==> src/rtl/video_pkg.sv <==
// video_pkg: raster window boundaries, fetch phases and the registered strobe bundle
// shared by the video timing sequencer and its address generator.
package video_pkg;

    localparam logic [8:0] H_PAPER_END = 9'd256;
    localparam logic [8:0] H_BLANK_S   = 9'd304;
    localparam logic [8:0] H_BLANK_E   = 9'd399;
    localparam logic [8:0] H_SYNC_S    = 9'd320;
    localparam logic [8:0] H_SYNC_E    = 9'd351;
    localparam logic [8:0] H_INT_S     = 9'd320;
    localparam logic [8:0] H_INT_E     = 9'd383;

    localparam logic [8:0] V_PAPER_END = 9'd192;
    localparam logic [8:0] V_BLANK_S   = 9'd240;
    localparam logic [8:0] V_BLANK_E   = 9'd255;
    localparam logic [8:0] V_SYNC_S    = 9'd240;
    localparam logic [8:0] V_SYNC_E    = 9'd247;
    localparam logic [8:0] V_INT       = 9'd240;

    localparam logic [5:0] FETCH_COLS  = 6'd32;
    localparam logic [2:0] ATTR_BASE   = 3'b110;

    localparam logic [2:0] P_PIX  = 3'd3;
    localparam logic [2:0] P_ATTR = 3'd5;
    localparam logic [2:0] P_LOAD = 3'd7;

    typedef struct packed {
        logic vrd;
        logic pix_ld;
        logic attr_ld;
        logic shift_ld;
        logic paper;
        logic blank;
        logic sync_n;
        logic int_n;
    } strobes_t;

    localparam strobes_t STROBES_RST = strobes_t'(8'b0000_0011);

    function automatic logic in_win(input logic [8:0] x, input logic [8:0] lo,
                                    input logic [8:0] hi);
        return (x >= lo) && (x <= hi);
    endfunction

endpackage

==> src/rtl/zx_addr_gen.sv <==
// zx_addr_gen: maps a fetch line and column to the interleaved pixel byte offset
// and the linear attribute byte offset within the screen bank.
module zx_addr_gen
    import video_pkg::*;
(
    input  logic [7:0]  fy_i,
    input  logic [4:0]  fc_i,
    output logic [12:0] pix_addr_o,
    output logic [12:0] attr_addr_o
);

    assign pix_addr_o  = {fy_i[7:6], fy_i[2:0], fy_i[5:3], fc_i};
    assign attr_addr_o = {ATTR_BASE, fy_i[7:3], fc_i};

endmodule

==> src/rtl/video_timing.sv <==
// video_timing: Pentagon raster counters, screen fetch sequencer and
// sync/blank/interrupt/flash decode feeding the pixel output stage.
module video_timing
    import video_pkg::*;
#(
    parameter int H_TOTAL    = 448,
    parameter int V_TOTAL    = 320,
    parameter int FLASH_BITS = 5
) (
    input  logic        clk,
    input  logic        rst_n,
    output logic [12:0] vaddr,
    output logic        vrd,
    output logic        pix_ld,
    output logic        attr_ld,
    output logic        shift_ld,
    output logic        paper,
    output logic        blank,
    output logic        sync_n,
    output logic        int_n,
    output logic        flash,
    output logic [8:0]  hcnt,
    output logic [8:0]  vcnt
);

    localparam logic [5:0] LAST_CELL = 6'(H_TOTAL / 8 - 1);

    logic                  run_q;
    logic [8:0]            hcnt_q, vcnt_q, h_d, v_d, fy;
    logic [FLASH_BITS-1:0] flash_q, flash_d;
    logic [12:0]           vaddr_q, vaddr_d, pix_addr, attr_addr;
    logic [5:0]            fc;
    logic [2:0]            p;
    logic                  h_last, v_last, active, hsync, vsync;
    strobes_t              strb_q, strb_d;

    assign h_last  = hcnt_q == 9'(H_TOTAL - 1);
    assign v_last  = vcnt_q == 9'(V_TOTAL - 1);
    // First edge after reset loads (0,0) itself, so outputs decode next-state counters
    assign h_d     = (!run_q || h_last) ? 9'd0 : hcnt_q + 9'd1;
    assign v_d     = !run_q ? 9'd0 : !h_last ? vcnt_q : v_last ? 9'd0 : vcnt_q + 9'd1;
    assign flash_d = (run_q && h_last && v_last) ? flash_q + FLASH_BITS'(1) : flash_q;

    assign p      = h_d[2:0];
    // The last cell of each line prefetches column 0 of the following line
    assign fc     = (h_d[8:3] == LAST_CELL) ? 6'd0 : h_d[8:3] + 6'd1;
    assign fy     = (fc != 6'd0) ? v_d : (v_d == 9'(V_TOTAL - 1)) ? 9'd0 : v_d + 9'd1;
    assign active = (fc < FETCH_COLS) && (fy < V_PAPER_END);

    zx_addr_gen u_addr (
        .fy_i        (fy[7:0]),
        .fc_i        (fc[4:0]),
        .pix_addr_o  (pix_addr),
        .attr_addr_o (attr_addr)
    );

    always_comb begin
        hsync           = in_win(h_d, H_SYNC_S, H_SYNC_E);
        vsync           = in_win(v_d, V_SYNC_S, V_SYNC_E);
        strb_d.vrd      = active && (p >= P_PIX - 3'd1) && (p <= P_ATTR);
        strb_d.pix_ld   = active && (p == P_PIX);
        strb_d.attr_ld  = active && (p == P_ATTR);
        strb_d.shift_ld = active && (p == P_LOAD);
        strb_d.paper    = (h_d < H_PAPER_END) && (v_d < V_PAPER_END);
        strb_d.blank    = in_win(h_d, H_BLANK_S, H_BLANK_E) || in_win(v_d, V_BLANK_S, V_BLANK_E);
        strb_d.sync_n   = !(hsync ^ vsync);
        strb_d.int_n    = !((v_d == V_INT) && in_win(h_d, H_INT_S, H_INT_E));
        vaddr_d         = !active ? vaddr_q :
                          (p == P_PIX - 3'd1 || p == P_PIX) ? pix_addr :
                          (p == P_ATTR - 3'd1 || p == P_ATTR) ? attr_addr : vaddr_q;
    end

    always_ff @(posedge clk or negedge rst_n) begin
        if (!rst_n) begin
            run_q   <= 1'b0;
            hcnt_q  <= '0;
            vcnt_q  <= '0;
            flash_q <= '0;
            vaddr_q <= '0;
            strb_q  <= STROBES_RST;
        end else begin
            run_q   <= 1'b1;
            hcnt_q  <= h_d;
            vcnt_q  <= v_d;
            flash_q <= flash_d;
            vaddr_q <= vaddr_d;
            strb_q  <= strb_d;
        end
    end

    assign {vrd, pix_ld, attr_ld, shift_ld, paper, blank, sync_n, int_n} = strb_q;
    assign vaddr = vaddr_q;
    assign hcnt  = hcnt_q;
    assign vcnt  = vcnt_q;
    assign flash = flash_q[FLASH_BITS-1];

endmodule
==> config.mk <==
export PLATFORM = sky130hd
export DESIGN_NAME = video_timing
export DESIGN_NICKNAME = d
export VERILOG_FILES = /design/src/rtl/video_pkg.sv /design/src/rtl/zx_addr_gen.sv /design/src/rtl/video_timing.sv
export SDC_FILE = /design/constraint.sdc
export NUM_CORES = 1
export LEC_CHECK = 0
export ABC_CLOCK_PERIOD_IN_PS = 3700
export CAP_MARGIN = 25
export CORE_UTILIZATION = 51
export DETAILED_ROUTE_END_ITERATION = 8
export HOLD_SLACK_MARGIN = 0.12
export PLACE_DENSITY = 0.84
export SLEW_MARGIN = 20
export SYNTH_ARGS = -nofsm -noshare
export SYNTH_HDL_FRONTEND = slang
export SYNTH_HIERARCHICAL = 1
export SYNTH_SLANG_ARGS = --single-unit
==> constraint.sdc <==
create_clock -name clk -period 3.7 [get_ports clk]
set_input_delay 0.74 -clock clk [delete_from_list [all_inputs] [get_ports clk]]
set_output_delay 0.74 -clock clk [all_outputs]
set_load 0.01 [all_outputs]
==> run metrics, run 1 <==
synth top area cells=dfrtp_1, buf_4, mux2_2, ha_1, mux2_4; R2R Path End=vaddr[7]; CTS Buffer Depth=2; Area Growth Syn to Fin=22.4%; Worst path depth=15; post-DR vias/cell=5.99; total CTS buffers=5; sequential-to-total area share from yosys stat=33.8%; # hold bufs at CTS=0; most frequent cell after synthesis=dfrtp_1; #FFs+latches synth=45; Max-Cap Viols=0; Mapped Avg Cell Area=9.35 um^2; largest net degree at the start of global routing=46; kind of end point of the critical path=register; Antenna Nets Post-Route=0; DR vias=2857; # nets final=413; Avg WL per Cell=17.3 um; H-tree depth reported by CTS=2; number of global-route vias before repair=2619; Worst Path Required=3.89 ns; Worst Skew=0.0150 ns; worst skew pair latency=0.31 ns; CP startpoint=hcnt[0]; final WL=8260 um; Vert. Die Dim=82.9 um; Max Clk Rate=276 MHz; worst min-delay path category=input port to async pin; Worst slew margin=59.9%; clock root buffer=clkbuf_8; Synth Cell Area=3340 um^2; Cell variety after synth=65; IO Port Bufs=41; Final Wtd Congestion=0.972; Antenna diodes=0; initial antenna violation count=0; Detail Placement HPWL=5800 um; Yosys top cell area share=32.2%; io pins=42; Power per Cell Area=270 nW/um^2; global-route wire length before repair=13000 um; leak pwr=1.78 nW; clock share of power=34.8%; die width=82.9 um; family with the most delay on the worst path=simple AND/OR/NAND/NOR gates; synth warn=6; Post-route DRC=0; row count=29; Crit Path Class=register to register; Slowest cell on crit path=dfrtp_1; CTS tree=built; CTS sink count=45; final global-route overflow total=0; NetSw=0.000283 W; Clk pin slew, worst setup/hold paths=0.10 ns; fin util=64.4%; Final min period=3.63 ns; reg2reg start=hcnt[0]; EDFF count, synth=0; Total GRT Usage=23.1%; WP data arrival=3.82 ns; Worst setup SP type=register; worst-margin pin slew=0.597 ns; worst path cell trace=ha_4, nand4b_4, buf_4, nor2_1, nand2_1, a21boi_0, ha_1, nand3_1, nor2_1, nor4bb_4, mux2i_2, buf_4, o2111ai_4, buf_12, mux2_4; Critical Path Fanout Max=12; Mapped Cells=357; fin cells=477; sw frac=25.6%; first drt pass iteration count=5; final hold viol count=0; status=completed; top cells by count, synth=dfrtp_1, nand2_1, buf_4; setup violators final=0; initial DRC count=314; Die ar.=6880 um^2; Sequential Power Share=48.0%; ys async rst share=100%; reg2reg path depth=15; end of the critical path=vaddr[7]; Worst VDD drop=211 uV; initial core utilization=52.6%; largest stage delay on the critical path=0.41 ns; Int Power=0.000822 W; Worst R2R Setup Slack=0.07 ns; Buf/Inv on CP=3; Combinational Power Share=17.2%; core footprint=6350 um^2; Final Slew Violations=0; post-synth top area cell=dfrtp_1; Period Utilization, post-route=98.1%; layout cells sized above 1=27.0%; dominant synthesized flop cell=dfrtp_1; placed cell count=461
==> final cells by class <==
| cell class | instances | area [um^2] |
|---|---|---|
| Clock buffer | 6 | 72.6 |
| Sequential cell | 45 | 1130 |
| Timing Repair Buffer | 77 | 694 |
| Tap cell | 77 | 96.3 |
| Clock inverter | 2 | 38.8 |
| Fill cell | 482 | 2260 |
| Multi-Input combinational cell | 249 | 1980 |
| Inverter | 21 | 78.8 |
==> worst register-to-register path, stage by stage, from the launching register on <==
cell and delay (ns):
dfrtp_1 0.41, ha_4 0.20, nand4b_4 0.17, buf_4 0.18
nor2_1 0.21, nand2_1 0.08, a21boi_0 0.30, ha_1 0.28
nand3_1 0.12, nor2_1 0.14, nor4bb_4 0.34, mux2i_2 0.30
buf_4 0.16, o2111ai_4 0.13, buf_12 0.19, mux2_4 0.30
==> registers in the layout, indices dropped and copies added, names as in the netlist <==
| name | cells |
|---|---|
| vrd | 1 |
| pix_ld | 1 |
| vcnt | 9 |
| shift_ld | 1 |
| vaddr | 13 |
| attr_ld | 1 |
| blank | 1 |
| flash_q | 5 |
| paper | 1 |
| int_n | 1 |
| run_q | 1 |
| hcnt | 9 |
| sync_n | 1 |
==> logic make-up after synthesis <==
logic type	after synthesis	synth area share, %
flip-flops	45	33.8
AND/OR/NAND/NOR	123	20.4
adder cells (fa/ha/maj)	12	4.50
multiplexers	32	11.7
XOR/XNOR	15	3.93
other	3	0.337
AO/OA/AOI/OAI	62	13.9
buffers and inverters	65	11.4
==> metal layers <==
metal	track usage, %	routed length [um]	up-vias
met5	0	0	-
met4	7.05	123	0
met3	3.08	683	16
met2	36.9	3920	144
met1	32.8	3520	1381
li1	-	-	1316
==> power groups by stage <==
| stage | clock network (W) | logic [W] | registers [W] |
|---|---|---|---|
| 2_1_floorplan | 0 | 0.000101 | 0.000547 |
| 3_3_place_gp | 0 | 0.000172 | 0.000538 |
| 3_5_place_dp | 0 | 0.000176 | 0.000538 |
| 4_1_cts | 0.000391 | 0.000188 | 0.000529 |
| 5_1_grt | 0.000408 | 0.000204 | 0.000533 |
| 6_report | 0.000384 | 0.000191 | 0.000530 |
==> per-stage QoR <==
stage               hold WS [ns]  TNS (ns)  power (W)  area [um^2]  setup slack (ns)
floorplan                  0.444         0   0.000648         3390           0.00438
CTS                        0.485         0    0.00111         3940            0.0213
finish                     0.417         0    0.00111         4090            0.0707
detailed placement         0.473    -0.319   0.000714         3800           -0.0326
global route               0.474     -1.18    0.00114         4090            -0.108
global placement           0.459         0   0.000710         3800            0.0939
==> layout by cell type (no fill, tap or decap), drive strengths merged, types with 6 or more instances in the layout <==
cell,count
buf,37
xnor2,11
nand2,29
o21ai,16
nand3,15
clkdlybuf4s50,40
ha,12
mux2,27
nand4,9
and2,6
nor3,7
a21oi,13
nor2,22
clkbuf,6
dfrtp,43
inv,21
==> how the worst min path moves through the flow <==
| stage | startpoint | end | cells after the start |
|---|---|---|---|
| 6_report | rst_n | vcnt[2] | 1 |
| 5_1_grt | rst_n | vcnt[2] | 1 |
| 4_1_cts | flash_q[3] | flash_q[3] | 1 |
| 3_5_place_dp | flash_q[3] | flash_q[3] | 1 |
| 3_3_place_gp | flash_q[4] | flash_q[4] | 1 |
| 2_1_floorplan | rst_n | attr_ld | 0 |
==> repair_timing <==
item,4_1_cts,5_1_grt
buffers inserted,2,5
gates cloned,0,1
setup endpoints to repair,13,17
pin swaps,1,5
resized for setup,0,18
(Power assumes the default switching activity.)
==> run 2, diff against run 1 <==
--- a/config.mk
+++ b/config.mk
@@ -16,3 +16,4 @@
 export SYNTH_HDL_FRONTEND = slang
 export SYNTH_HIERARCHICAL = 1
 export SYNTH_SLANG_ARGS = --single-unit
+export TNS_END_PERCENT = 1
==> run 2 against run 1 <==
- register-to-register slack improved by 0.07 ns
- worst setup slack improved by 0.070 ns
- hold slack improved by 0.0019 ns
- utilization decreased by 0.51 points
- clock power decreased by 16%
- cell count increased by 0.42%
- total power decreased by 5.1%
- final area decreased by 0.80%
- sequential cell count unchanged
- die area unchanged
- largest cell class unchanged
==> run metrics, run 2 (synthesis results as in run 1) <==
leak pwr=1.80 nW; Post-route DRC=0; initial DRC count=225; CTS Buffer Depth=2; worst min-delay path category=input port to async pin; Max Clk Rate=281 MHz; worst path cell trace=ha_4, nand4_1, or4_4, nor2_4, nor3_1, a21oi_1, nor2b_2, ha_2, nand3_1, buf_4, nor2b_1, ha_1, a21oi_1, mux2i_2, o2111ai_4, clkbuf_16, mux2_4; Worst slew margin=61.2%; Final Wtd Congestion=0.986; WHS=0.419 ns; final global-route overflow total=0; Final min period=3.56 ns; fin cells=479; Die ar.=6880 um^2; most frequent cells in the layout=dfrtp_1, clkdlybuf4s50_1, buf_4; NetSw=0.000291 W; Period Utilization, post-route=96.2%; Clk pin slew, worst setup/hold paths=0.09 ns; worst skew pair latency=0.31 ns; IO Port Bufs=41; Worst setup SP type=register; Crit Path Class=register to register; Critical Path Fanout Max=6; status=completed; global-route wire length before repair=13000 um; Final Slew Violations=0; Total GRT Usage=23.4%; Combinational Power Share=18.9%; largest net degree at the start of global routing=46; FF+latch area=1130 um^2; total CTS buffers=5; final hold viol count=0; layout cells sized above 1=26.9%; dpl ws=-0.0481 ns; CTS sink count=45; # nets final=415; post-DR vias/cell=5.74; number of global-route vias before repair=2645; final WL=8110 um; clock root buffer=clkbuf_8; most common cell after layout, fill and taps aside=dfrtp_1; core footprint=6350 um^2; DR vias=2751; Antenna diodes=0; sw frac=27.7%; max FFs per register=13; Max-Cap Viols=0; initial core utilization=52.6%; Area Growth Syn to Fin=21.4%; Sequential Power Share=50.5%; initial antenna violation count=0; Worst Skew=0.0131 ns; Fillers=498; first drt pass iteration count=4; die width=82.9 um; WP data arrival=3.75 ns; largest stage delay on the critical path=0.48 ns; H-tree depth reported by CTS=2; Worst VDD drop=221 uV; Antenna Nets Post-Route=0; fin util=63.9%; Detail Placement HPWL=5960 um; Avg WL per Cell=16.9 um; Power per Cell Area=259 nW/um^2; io pins=42; Slowest cell on crit path=or4_4; # hold bufs at CTS=0; Worst Path Required=3.89 ns; area of the multi-input gates=1940 um^2; Int Power=0.000758 W; CP dominant cell by count=a21oi_1; setup violators final=0; placed cell count=462; clock share of power=30.7%; reg2reg path depth=17; Vert. Die Dim=82.9 um; final worst setup slack=0.141 ns; kind of end point of the critical path=register; worst-margin pin slew=0.575 ns; CTS tree=built; row count=29
## run 2: changes by cell type in the layout (fill, tap and decap cells not counted), sizes merged
| cell | delta |
|---|---|
| buf | +1 |
| bufinv | -1 |
| clkinvlp | +1 |
| inv | +1 |
## run 2: final timing paths
kind / start / end / slack [ns]
min in group clk: flash_q[3] / flash_q[3] / 0.48
min: rst_n / flash_q[3] / 0.42
max in group asynchronous: rst_n / hcnt[1] / 2.85
max reg2reg: vcnt[1] / vaddr[4] / 0.14
min reg2reg: flash_q[3] / flash_q[3] / 0.48
max: vcnt[1] / vaddr[4] / 0.14
## run 2: power groups by stage
stage / logic (W) / clock network (W) / registers, W
2_1_floorplan: 0.000101 / 0 / 0.000547
3_3_place_gp: 0.000180 / 0 / 0.000537
3_5_place_dp: 0.000184 / 0 / 0.000537
4_1_cts: 0.000186 / 0.000326 / 0.000527
5_1_grt: 0.000214 / 0.000348 / 0.000530
6_report: 0.000198 / 0.000322 / 0.000529
## run 2: area by class of cell
type	instances	area share, %
Timing Repair Buffer	79	17.8
Sequential cell	45	27.9
Clock inverter	3	0.525
Multi-Input combinational cell	249	47.8
Clock buffer	5	1.70
Tap cell	77	2.38
Inverter	21	1.94
## run 2: stage by stage
| stage | power (W) | setup TNS, ns | instance area [um^2] |
|---|---|---|---|
| finish | 0.00105 | 0 | 4060 |
| global route | 0.00109 | -0.300 | 4060 |
| CTS | 0.00104 | 0 | 3920 |
| detailed placement | 0.000721 | -0.511 | 3810 |
| global placement | 0.000717 | 0 | 3810 |
| floorplan | 0.000648 | -0.0431 | 3390 |
## run 2: layer usage
layer	vias up	GRT usage, %	part of all wire, %
li1	1322	-	-
met1	1315	32.1	44
met2	98	39.6	49
met3	16	3.18	5.7
met4	0	4.39	1.1
met5	-	0	0
## run 2: timing repair
item / in CTS / in global routing
endpoints found under the hold margin: 0 / 0
cloned: 0 / 2
buffers inserted: 1 / 6
endpoints found under the setup margin: 13 / 16
gates resized for setup: 2 / 10
pin swaps: 0 / 5
## run 2: worst max-delay path: cells and delay by family (launching register included)
kind	cells	cell delay, ns
buffers and inverters	2	0.34
flip-flops	1	0.46
multiplexers	2	0.56
AND/OR/NAND/NOR	7	0.95
adder cells (fa/ha/maj)	3	0.68
AO/OA/AOI/OAI	3	0.44
==> run 3, diff against run 2 <==
--- a/config.mk
+++ b/config.mk
@@ -8,6 +8,7 @@
 export ABC_CLOCK_PERIOD_IN_PS = 3700
 export CAP_MARGIN = 25
 export CORE_UTILIZATION = 51
+export CTS_CLUSTER_DIAMETER = 100
 export DETAILED_ROUTE_END_ITERATION = 8
 export HOLD_SLACK_MARGIN = 0.12
 export PLACE_DENSITY = 0.84
@@ -16,4 +17,4 @@
 export SYNTH_HDL_FRONTEND = slang
 export SYNTH_HIERARCHICAL = 1
 export SYNTH_SLANG_ARGS = --single-unit
-export TNS_END_PERCENT = 1
+export TNS_END_PERCENT = 30
==> results of run 3 <==
No change in the layout: final DEF, timing and power equal those of run 1.
